<file path="src/rtl/execute_unit_mc.sv">
// execute_unit_mc: multi-cycle RISC-V execute unit (ALU, shift-add multiplier, optional restoring divider).
// Latency: ALU ops 1 cycle; MUL/MULHU XLEN/MUL_BITS_PER_CYCLE+1; divide XLEN+1 (special cases 1).
// Backpressure: in_ready only in IDLE with the output slot free or draining; result holds while !out_ready.
// Optional divider: define EXE_DIV_EN to build the DIV state and datapath; otherwise ops 12..15 return 0.
module execute_unit_mc #(
    parameter int XLEN               = 32,
    parameter int MUL_BITS_PER_CYCLE = 1,
    parameter int TAG_W              = 5
) (
    input  logic             clk,
    input  logic             rst,
    input  logic             in_valid,
    output logic             in_ready,
    input  logic [3:0]       in_op,
    input  logic [XLEN-1:0]  in_a,
    input  logic [XLEN-1:0]  in_b,
    input  logic [TAG_W-1:0] in_tag,
    output logic             out_valid,
    input  logic             out_ready,
    output logic [XLEN-1:0]  out_result,
    output logic [TAG_W-1:0] out_tag,
    output logic             busy
);

    localparam int SH_W      = $clog2(XLEN);
    localparam int CNT_W     = $clog2(XLEN) + 1;
    localparam int MUL_ITERS = XLEN / MUL_BITS_PER_CYCLE;
    localparam logic [CNT_W-1:0] MUL_LAST = CNT_W'(MUL_ITERS - 1);

    localparam logic [3:0] OP_ADD   = 4'd0;
    localparam logic [3:0] OP_SUB   = 4'd1;
    localparam logic [3:0] OP_SLL   = 4'd2;
    localparam logic [3:0] OP_SLT   = 4'd3;
    localparam logic [3:0] OP_SLTU  = 4'd4;
    localparam logic [3:0] OP_XOR   = 4'd5;
    localparam logic [3:0] OP_SRL   = 4'd6;
    localparam logic [3:0] OP_SRA   = 4'd7;
    localparam logic [3:0] OP_OR    = 4'd8;
    localparam logic [3:0] OP_AND   = 4'd9;
    localparam logic [3:0] OP_MUL   = 4'd10;
    localparam logic [3:0] OP_MULHU = 4'd11;

    typedef enum logic [1:0] {
        IDLE,
        MUL
`ifdef EXE_DIV_EN
        , DIV
`endif
    } state_t;

    state_t              state_q;
    logic                out_valid_q;
    logic [XLEN-1:0]     out_result_q;
    logic [TAG_W-1:0]    out_tag_q;
    logic [3:0]          op_q;
    logic [TAG_W-1:0]    tag_q;
    logic [CNT_W-1:0]    cnt_q;
    logic [2*XLEN-1:0]   prod_q;
    logic [2*XLEN-1:0]   mcand_q;
    logic [XLEN-1:0]     mplr_q;

    logic                accept;
    logic                is_mul_op;
    logic [SH_W-1:0]     shamt;
    logic [XLEN-1:0]     alu_result;
    logic [XLEN-1:0]     imm_result;
    logic [2*XLEN-1:0]   prod_d;

`ifdef EXE_DIV_EN
    localparam logic [CNT_W-1:0] DIV_LAST = CNT_W'(XLEN - 1);
    localparam logic [XLEN-1:0]  MIN_NEG  = {1'b1, {(XLEN-1){1'b0}}};

    logic [XLEN-1:0]     quo_q;
    logic [XLEN-1:0]     rem_q;
    logic [XLEN-1:0]     dvsr_q;
    logic                neg_quo_q;
    logic                neg_rem_q;

    logic                is_div_op;
    logic                a_neg;
    logic                b_neg;
    logic [XLEN-1:0]     a_mag;
    logic [XLEN-1:0]     b_mag;
    logic                div_by_zero;
    logic                div_ovf;
    logic                div_special;
    logic [XLEN-1:0]     div_spec_result;
    logic [XLEN:0]       div_shifted;
    logic [XLEN:0]       div_diff;
    logic [XLEN-1:0]     quo_d;
    logic [XLEN-1:0]     rem_d;
    logic [XLEN-1:0]     div_final;
`endif

    assign in_ready   = (state_q == IDLE) && (!out_valid_q || out_ready);
    assign accept     = in_valid && in_ready;
    assign busy       = (state_q != IDLE);
    assign out_valid  = out_valid_q;
    assign out_result = out_result_q;
    assign out_tag    = out_tag_q;
    assign is_mul_op  = (in_op == OP_MUL) || (in_op == OP_MULHU);
    assign shamt      = in_b[SH_W-1:0];

    // Single-cycle ALU result for the offered op.
    always_comb begin
        alu_result = '0;
        case (in_op)
            OP_ADD:  alu_result = in_a + in_b;
            OP_SUB:  alu_result = in_a - in_b;
            OP_SLL:  alu_result = in_a << shamt;
            OP_SLT:  alu_result = {{(XLEN-1){1'b0}}, $signed(in_a) < $signed(in_b)};
            OP_SLTU: alu_result = {{(XLEN-1){1'b0}}, in_a < in_b};
            OP_XOR:  alu_result = in_a ^ in_b;
            OP_SRL:  alu_result = in_a >> shamt;
            OP_SRA:  alu_result = $signed(in_a) >>> shamt;
            OP_OR:   alu_result = in_a | in_b;
            OP_AND:  alu_result = in_a & in_b;
            default: alu_result = '0;
        endcase
    end

    // Next partial product: add shifted multiplicand for each multiplier bit retired this cycle.
    always_comb begin
        prod_d = prod_q;
        for (int i = 0; i < MUL_BITS_PER_CYCLE; i++) begin
            if (mplr_q[i]) begin
                prod_d = prod_d + (mcand_q << i);
            end
        end
    end

`ifdef EXE_DIV_EN
    // Divider operand conditioning, special cases and one restoring step.
    always_comb begin
        is_div_op       = (in_op[3:2] == 2'b11);
        a_neg           = !in_op[0] && in_a[XLEN-1];
        b_neg           = !in_op[0] && in_b[XLEN-1];
        a_mag           = a_neg ? -in_a : in_a;
        b_mag           = b_neg ? -in_b : in_b;
        div_by_zero     = (in_b == '0);
        div_ovf         = !in_op[0] && (in_a == MIN_NEG) && (in_b == '1);
        div_special     = div_by_zero || div_ovf;
        if (in_op[1]) begin
            div_spec_result = div_by_zero ? in_a : '0;
        end else begin
            div_spec_result = div_by_zero ? '1 : in_a;
        end
        div_shifted = {rem_q, quo_q[XLEN-1]};
        div_diff    = div_shifted - {1'b0, dvsr_q};
        if (!div_diff[XLEN]) begin
            rem_d = div_diff[XLEN-1:0];
            quo_d = {quo_q[XLEN-2:0], 1'b1};
        end else begin
            rem_d = div_shifted[XLEN-1:0];
            quo_d = {quo_q[XLEN-2:0], 1'b0};
        end
        if (op_q[1]) begin
            div_final = neg_rem_q ? -rem_d : rem_d;
        end else begin
            div_final = neg_quo_q ? -quo_d : quo_d;
        end
    end
`endif

    // Result for ops that finish in one cycle (ALU and divide-class fast paths).
    always_comb begin
        imm_result = alu_result;
`ifdef EXE_DIV_EN
        if (is_div_op) begin
            imm_result = div_spec_result;
        end
`else
        if (in_op[3:2] == 2'b11) begin
            imm_result = '0;
        end
`endif
    end

    // Control FSM with registered result slot and iterative datapath state.
    always_ff @(posedge clk) begin
        if (rst) begin
            state_q      <= IDLE;
            out_valid_q  <= 1'b0;
            out_result_q <= '0;
            out_tag_q    <= '0;
            op_q         <= '0;
            tag_q        <= '0;
            cnt_q        <= '0;
            prod_q       <= '0;
            mcand_q      <= '0;
            mplr_q       <= '0;
`ifdef EXE_DIV_EN
            quo_q        <= '0;
            rem_q        <= '0;
            dvsr_q       <= '0;
            neg_quo_q    <= 1'b0;
            neg_rem_q    <= 1'b0;
`endif
        end else begin
            if (out_valid_q && out_ready) begin
                out_valid_q <= 1'b0;
            end
            case (state_q)
                IDLE: begin
                    if (accept) begin
                        op_q  <= in_op;
                        tag_q <= in_tag;
                        cnt_q <= '0;
                        if (is_mul_op) begin
                            state_q <= MUL;
                            prod_q  <= '0;
                            mcand_q <= {{XLEN{1'b0}}, in_a};
                            mplr_q  <= in_b;
                        end
`ifdef EXE_DIV_EN
                        else if (is_div_op && !div_special) begin
                            state_q   <= DIV;
                            quo_q     <= a_mag;
                            rem_q     <= '0;
                            dvsr_q    <= b_mag;
                            neg_quo_q <= a_neg ^ b_neg;
                            neg_rem_q <= a_neg;
                        end
`endif
                        else begin
                            out_valid_q  <= 1'b1;
                            out_result_q <= imm_result;
                            out_tag_q    <= in_tag;
                        end
                    end
                end
                MUL: begin
                    prod_q  <= prod_d;
                    mcand_q <= mcand_q << MUL_BITS_PER_CYCLE;
                    mplr_q  <= mplr_q >> MUL_BITS_PER_CYCLE;
                    cnt_q   <= cnt_q + CNT_W'(1);
                    if (cnt_q == MUL_LAST) begin
                        state_q      <= IDLE;
                        out_valid_q  <= 1'b1;
                        out_result_q <= (op_q == OP_MUL) ? prod_d[XLEN-1:0] : prod_d[2*XLEN-1:XLEN];
                        out_tag_q    <= tag_q;
                    end
                end
`ifdef EXE_DIV_EN
                DIV: begin
                    quo_q <= quo_d;
                    rem_q <= rem_d;
                    cnt_q <= cnt_q + CNT_W'(1);
                    if (cnt_q == DIV_LAST) begin
                        state_q      <= IDLE;
                        out_valid_q  <= 1'b1;
                        out_result_q <= div_final;
                        out_tag_q    <= tag_q;
                    end
                end
`endif
                default: state_q <= IDLE;
            endcase
        end
    end

endmodule

</file>
<file path="config.mk">
export PLATFORM = sky130hd
export DESIGN_NAME = execute_unit_mc
export DESIGN_NICKNAME = d
export VERILOG_FILES = /design/src/rtl/execute_unit_mc.sv
export SDC_FILE = /design/constraint.sdc
export NUM_CORES = 1
export LEC_CHECK = 0
export ABC_AREA = 1
export ABC_CLOCK_PERIOD_IN_PS = 3700
export BUFFER_PORTS_ARGS = -buffer_cell sky130_fd_sc_hd__clkbuf_2
export CORE_ASPECT_RATIO = 1.75
export CORE_MARGIN = 8
export CORE_UTILIZATION = 55
export CTS_CLUSTER_DIAMETER = 40
export DETAILED_ROUTE_END_ITERATION = 7
export PLACE_DENSITY = 0.79
export SLEW_MARGIN = 5
export SYNTH_ARGS = -nofsm -noshare
export SYNTH_HDL_FRONTEND = slang
export SYNTH_SLANG_ARGS = --single-unit
</file>
<file path="constraint.sdc">
create_clock -name clk -period 3.7 [get_ports clk]
set_input_delay 0.37 -clock clk [delete_from_list [all_inputs] [get_ports clk]]
set_output_delay 0.37 -clock clk [all_outputs]
set_load 0.03 [all_outputs]
</file>
==> results of run 1 <==
==> stage by stage <==
| stage | worst slack (ns) | utilization, % | std cells | area [sq um] | hold WS (ns) |
|---|---|---|---|---|---|
| after CTS | 0.594 | 60.4 | 5218 | 27000 | 0.00131 |
| after floorplan | 0.961 | - | 4570 | 24700 | 0.441 |
| after global placement | 0.311 | 58.1 | 5164 | 26000 | 0.450 |
| after detailed placement | 0.329 | 58.1 | 5164 | 26000 | 0.459 |
==> cell usage after synthesis (12+ instances only) <==
cell type / instances / area [sq um]
sky130_fd_sc_hd__nand2_1: 1737 / 6520
sky130_fd_sc_hd__inv_1: 547 / 2050
sky130_fd_sc_hd__nand3_1: 499 / 2500
sky130_fd_sc_hd__a21oi_1: 310 / 1550
sky130_fd_sc_hd__nor2_1: 298 / 1120
sky130_fd_sc_hd__dfxtp_1: 214 / 4280
sky130_fd_sc_hd__o21ai_0: 199 / 996
sky130_fd_sc_hd__ha_1: 164 / 2050
sky130_fd_sc_hd__clkbuf_1: 93 / 349
sky130_fd_sc_hd__a31oi_1: 72 / 450
sky130_fd_sc_hd__buf_2: 71 / 355
sky130_fd_sc_hd__nor3_1: 48 / 240
sky130_fd_sc_hd__nand4_1: 36 / 225
sky130_fd_sc_hd__o21bai_1: 26 / 195
sky130_fd_sc_hd__o211ai_1: 24 / 180
sky130_fd_sc_hd__xor2_1: 19 / 166
sky130_fd_sc_hd__o21ai_1: 18 / 90.1
sky130_fd_sc_hd__or2_2: 18 / 113
sky130_fd_sc_hd__inv_2: 17 / 63.8
sky130_fd_sc_hd__nand3b_1: 17 / 128
sky130_fd_sc_hd__buf_1: 15 / 56.3
sky130_fd_sc_hd__o21a_1: 14 / 105
sky130_fd_sc_hd__buf_4: 12 / 90.1
==> cells by family after synthesis <==
logic type	after synthesis
buf+inv	763
simple gates	2693
compound gates	703
fa+ha+maj	167
xor+xnor	24
mux	6
flops	214
==> per-layer routing <==
layer / GRT usage (%) / overflow
met1: 52.3 / 0
met2: 84.4 / 41
met3: 23.3 / 0
met4: 64.9 / 13
met5: 0.0946 / 0
==> results, run 1 <==
- The flow did not finish.
- The step where the flow halted is global routing (5_1_grt).
- The first error in the log reads "[ERROR GRT-0116] Global routing finished with congestion. Check the congestion regions in the DRC Viewer".
- The commonest register cell after synthesis is sky130_fd_sc_hd__dfxtp_1.
- Global routing finished with a remaining overflow of 54.
- The master cell of the clock root buffer is sky130_fd_sc_hd__clkbuf_16.
- The half-perimeter wire length after detailed placement is 105000 um.
- The largest family of logic cells by synthesized area is simple AND/OR/NAND/NOR gates.
- The average cell area after synthesis is 5.42 sq um.
- The number of cells upsized or downsized after cts is 0.
- The routability congestion estimate from global placement is 1.19.
- The cell row count is a little over 100.
- After Yosys synthesis, XOR and XNOR cells account for 0.849% of the synthesized area.
- The number of global-route vias before repair came to 33860.
- In this run, synthesis inferred 0 flip-flops with an integrated enable.
- After Yosys synthesis, and, or, nand and nor cells account for a little under half of the synthesized area.
- Counting flops and latches in the post-synthesis netlist gives 214.
- The count of mapped cells out of synthesis is 4570.
- The share of async-settable or async-resettable flops after synthesis is 0%.
- The share of synthesized area spent on multiplexers is less than 1%.
- The synthesized netlist devotes 8.53% of its cell area to adder and majority cells.
- In this run, CTS created clock tree buffers numbering 29.
- For this configuration, the core starts out at a cell density of a little under three fifths.
- Buffers placed on the I/O ports in this run total 116.
- The post-synthesis compound-gate area fraction is 15.7%.
- The first-pass GRT wire length is 216000 um.
- Post-CTS timing repair inserted 0 buffers for setup.
- In this run, post-CTS hold repair placed 0 buffers.
- Pin placement for this block handled around 120 I/O pins.
- The number of synthesis warnings is 0.
- The total nets after synthesis is just under 5000.
- Yosys mapped the design onto between 50 and 60 distinct sky130hd cell types.
- The horizontal die dimension is 176 um.
- CTS built an H-tree with a depth of 1.
- The overall global routing resource usage is between 50% and 60%.
- The die outline height is just under 300 um.
- The number of sinks driven by the clock tree is 214.
- For this run, the register share of the synthesized area comes to 17.3%.
- Entering global routing, the biggest net connects 168 pins.
- No sink is reached through more buffers than the 3 on the longest clock path.
- The mapped netlist covers roughly 25000 sq um.
==> inputs of run 2 (changes only) <==
--- a/config.mk
+++ b/config.mk
@@ -8,12 +8,10 @@
 export ABC_AREA = 1
 export ABC_CLOCK_PERIOD_IN_PS = 3700
 export BUFFER_PORTS_ARGS = -buffer_cell sky130_fd_sc_hd__clkbuf_2
-export CORE_ASPECT_RATIO = 1.75
 export CORE_MARGIN = 8
-export CORE_UTILIZATION = 55
-export CTS_CLUSTER_DIAMETER = 40
+export CORE_UTILIZATION = 40
 export DETAILED_ROUTE_END_ITERATION = 7
-export PLACE_DENSITY = 0.79
+export PLACE_DENSITY_LB_ADDON = 0.15
 export SLEW_MARGIN = 5
 export SYNTH_ARGS = -nofsm -noshare
 export SYNTH_HDL_FRONTEND = slang
==> run 2 against run 1 <==
Net effect: the flow now finishes without violations; synthesized cell count unchanged; synthesized area unchanged.
==> results, run 2 <==
- For this design, the CTS-stage hold fixing added 0 buffers.
- The die covers 70100 sq um.
- In the final routed layout, each cell accounts on average for 22.6 um.
- The fraction of the yosys area taken by sequential cells is 17.3%.
- The detailed router finished its first iteration with 3043 violations.
- The top-level I/O count is approximately 120.
- The cell with the most instances after synthesis is sky130_fd_sc_hd__nand2_1.
- The congestion estimate from routability-driven global placement came to 1.08.
- The number of gates resized after CTS was 0.
- Fill cells in the final layout number between 7000 and 8000.
- The top cell types in the final layout, fill and taps aside, are sky130_fd_sc_hd__nand2_1 (1737), sky130_fd_sc_hd__inv_1 (544), sky130_fd_sc_hd__nand3_1 (499).
- The final critical-path required period is ~3 ns.
- IR analysis of the VDD net gives a maximum drop of 0.303 mV.
- The post-route netlist has under 10% of its cells at a drive strength greater than 1.
- The largest fanout on the critical path is 3.
- The required time at the worst-slack endpoint is roughly 4.2 ns.
- The synthesized netlist contains 53 unique library cells.
- For this design the ratio of total power to cell area is 277 nW/um^2.
- The number of CTS-inserted buffers is 27.
- The overall global routing resource usage is roughly a third.
- The CTS H-tree depth is 1.
- No sink is reached through more buffers than the 3 on the longest clock path.
- The number of buffers inserted to repair setup after CTS is 0.
- The element type at the critical path end is a flip-flop.
- Measured against its own limit, the worst slew margin works out to 40.1%.
- Max-cap violations in this run came to 0.
- The post-synthesis instance area is 24700 sq um.
- The transition time at the pin with the least slew margin is around 0.90 ns.
- The clock drives 214 sinks.
- The final hold violation count was 0.
- The maximum achievable frequency is 0.334 GHz.
- The max-slew violation count came to 0.
- The most common cell after layout, fill and taps aside is sky130_fd_sc_hd__nand2_1.
- The portion of the clock cycle consumed by the worst path in the final layout is about four fifths.
- For the final routed database, the setup TNS stands at 0 ns.
- The leading area contributor after synthesis is sky130_fd_sc_hd__nand2_1.
- The total via count in the routed design is 29930.
- The number of synthesis warnings is 0.
- A synthesized cell averages about 5.4 sq um.
- The commonest register cell after synthesis is sky130_fd_sc_hd__dfxtp_1.
- Once the floorplan was initialized, standard cells occupied 40.3% of the core.
- The routed design has 122000 um of wire.
- In this run the static leakage power is 14.3 nW.
- The post-synthesis to final-layout area growth is 9.23%.
- The average via count per standard cell is between 5 and 6.
- The number of global-route vias before repair is ~28000.
- The total nets after synthesis is 4814.
- The share of async-settable or async-resettable flops after synthesis is 0%.
- The core region is 61500 sq um.
- Setup repair after global routing left no endpoint under its margin.
- Of the post-synthesis cell area, the dominant cell type holds about a quarter.
- The type of the most critical hold path is input port to flip-flop.
- After floorplanning, the core was divided into 91 placement rows.
- For the final database, setup skew stands at 0.0229 ns.
- The later pin in the worst-skew pair is clocked with a latency of 0.56 ns.
- Setup violations remaining at the end of the flow were counted as 0.
- The count of mapped cells out of synthesis is ~4600.
- The first-pass iteration count of the detailed router is 6.
- After synthesis, the cell types taking the most area are sky130_fd_sc_hd__nand2_1 (26%), sky130_fd_sc_hd__dfxtp_1 (17%), sky130_fd_sc_hd__nand3_1 (10%).
- Once detail routing completed, the nets flagged for antenna violations numbered 0.
- Entering global routing, the biggest net connects 168 pins.
- The die is approximately 260 um tall.
- The final hold slack is between 0.07 and 0.08 ns.
- The CTS tree is built.
- The HPWL after detailed placement is 99200 um.
- The number of synthesized flops with an enable pin is 0.
- The post-layout net count is 4846.
- The worst path setup slack after routing is 0.702 ns.
- The largest registers in the layout are mcand_q x64, prod_q x64.
- Clock-pin slew was measured on the worst setup and hold paths at 0.06 ns.
- 0 antenna diodes ended up in the layout.
- The first global-routing pass estimated around 180000 um of wire.
- The flow ran to the end, and the final reports show no timing, DRC or antenna violations.
- The horizontal die dimension is 265 um.
- STA classifies the critical path startpoint as a flip-flop.
- The initial antenna violation count is 4.
- The global-route congestion overflow total is 0.
- The flip-flop and latch count after synthesis is approximately 210.
- After detailed routing, the number of remaining DRC violations is 0.
- After synthesis, the most frequently instantiated cells are sky130_fd_sc_hd__nand2_1 (1737), sky130_fd_sc_hd__inv_1 (547), sky130_fd_sc_hd__nand3_1 (499).
- The path type of the worst setup path is flip-flop to flip-flop.
- The root buffer cell chosen for the clock tree is sky130_fd_sc_hd__clkbuf_16.
- Input and output buffers added on the ports amount to 116.
- The pre-CTS worst setup slack is 0.346 ns.
- At the worst endpoint, the arrival time is 3.47 ns.
run 2: per-stage QoR:
step	utilization, %	cells	power (mW)	cell area (sq um)
2_1_floorplan	-	4570	3.93	24700
3_3_place_gp	42.6	5363	4.85	26200
3_5_place_dp	42.6	5363	4.83	26200
4_1_cts	44.0	5410	7.47	27000
5_1_grt	44.0	5410	7.82	27000
6_report	44.0	5410	7.48	27000
run 2: where the power goes:
group | switching [mW] | internal (mW) | total [mW]
sequential | 0.108 | 2.41 | 2.51
clock | 1.05 | 1.57 | 2.62
combinational | 1.71 | 0.639 | 2.35
run 2: kinds of logic after synthesis:
group                      after synthesis  synth area share, %
buffers and inverters                  763                 12.3
DFF                                    214                 17.3
AOI/OAI and AO/OA                      703                 15.7
xor gates and xnor gates                24                0.849
adders and majority gates              167                 8.53
muxes                                    6                0.243
and+or+nand+nor                       2693                 45.1
run 2: worst paths after layout:
path,startpoint,end,slack (ns),depth (start not counted)
setup reg to reg,prod_q[0],out_result[20],0.70,15
setup / recovery,prod_q[0],out_result[20],0.70,15
hold reg to reg,cnt_q[5],cnt_q[5],0.46,2
hold / removal,in_tag[3],tag_q[3],0.07,3
run 2: area by class of cell:
class,count,area (sq um),share of cell area (%)
tap,790,988,3.66
clock buffer,38,767,2.84
multi-input combinational,3593,17400,64.5
inverter,565,2130,7.86
timing repair buffer,201,1320,4.89
sequential,214,4290,15.9
clock inverter,9,98.8,0.366
run 2: routing by layer:
metal | vias to the layer above | GRT usage (%) | part of all wire, %
met5 | - | 0 | 0.021
met4 | 4 | 22.1 | 7.9
met3 | 285 | 3.42 | 6.1
met2 | 1235 | 54.2 | 44
met1 | 13666 | 42.0 | 42
li1 | 14740 | - | -
run 2: critical path, stage by stage (launching register included):
cell	delay, ns
sky130_fd_sc_hd__dfxtp_1	0.32
sky130_fd_sc_hd__ha_1	0.24
sky130_fd_sc_hd__fa_1	0.43
sky130_fd_sc_hd__nand3_1	0.12
sky130_fd_sc_hd__nand3_1	0.16
sky130_fd_sc_hd__nand3_1	0.11
sky130_fd_sc_hd__nand3_1	0.17
sky130_fd_sc_hd__nand2_1	0.12
sky130_fd_sc_hd__nand2_1	0.15
sky130_fd_sc_hd__nand3b_1	0.27
sky130_fd_sc_hd__nand2_1	0.09
sky130_fd_sc_hd__nand2_1	0.06
sky130_fd_sc_hd__nand3_1	0.08
sky130_fd_sc_hd__nand3_1	0.26
sky130_fd_sc_hd__nand2_1	0.15
sky130_fd_sc_hd__a21oi_1	0.16
(Power assumes the default switching activity.)
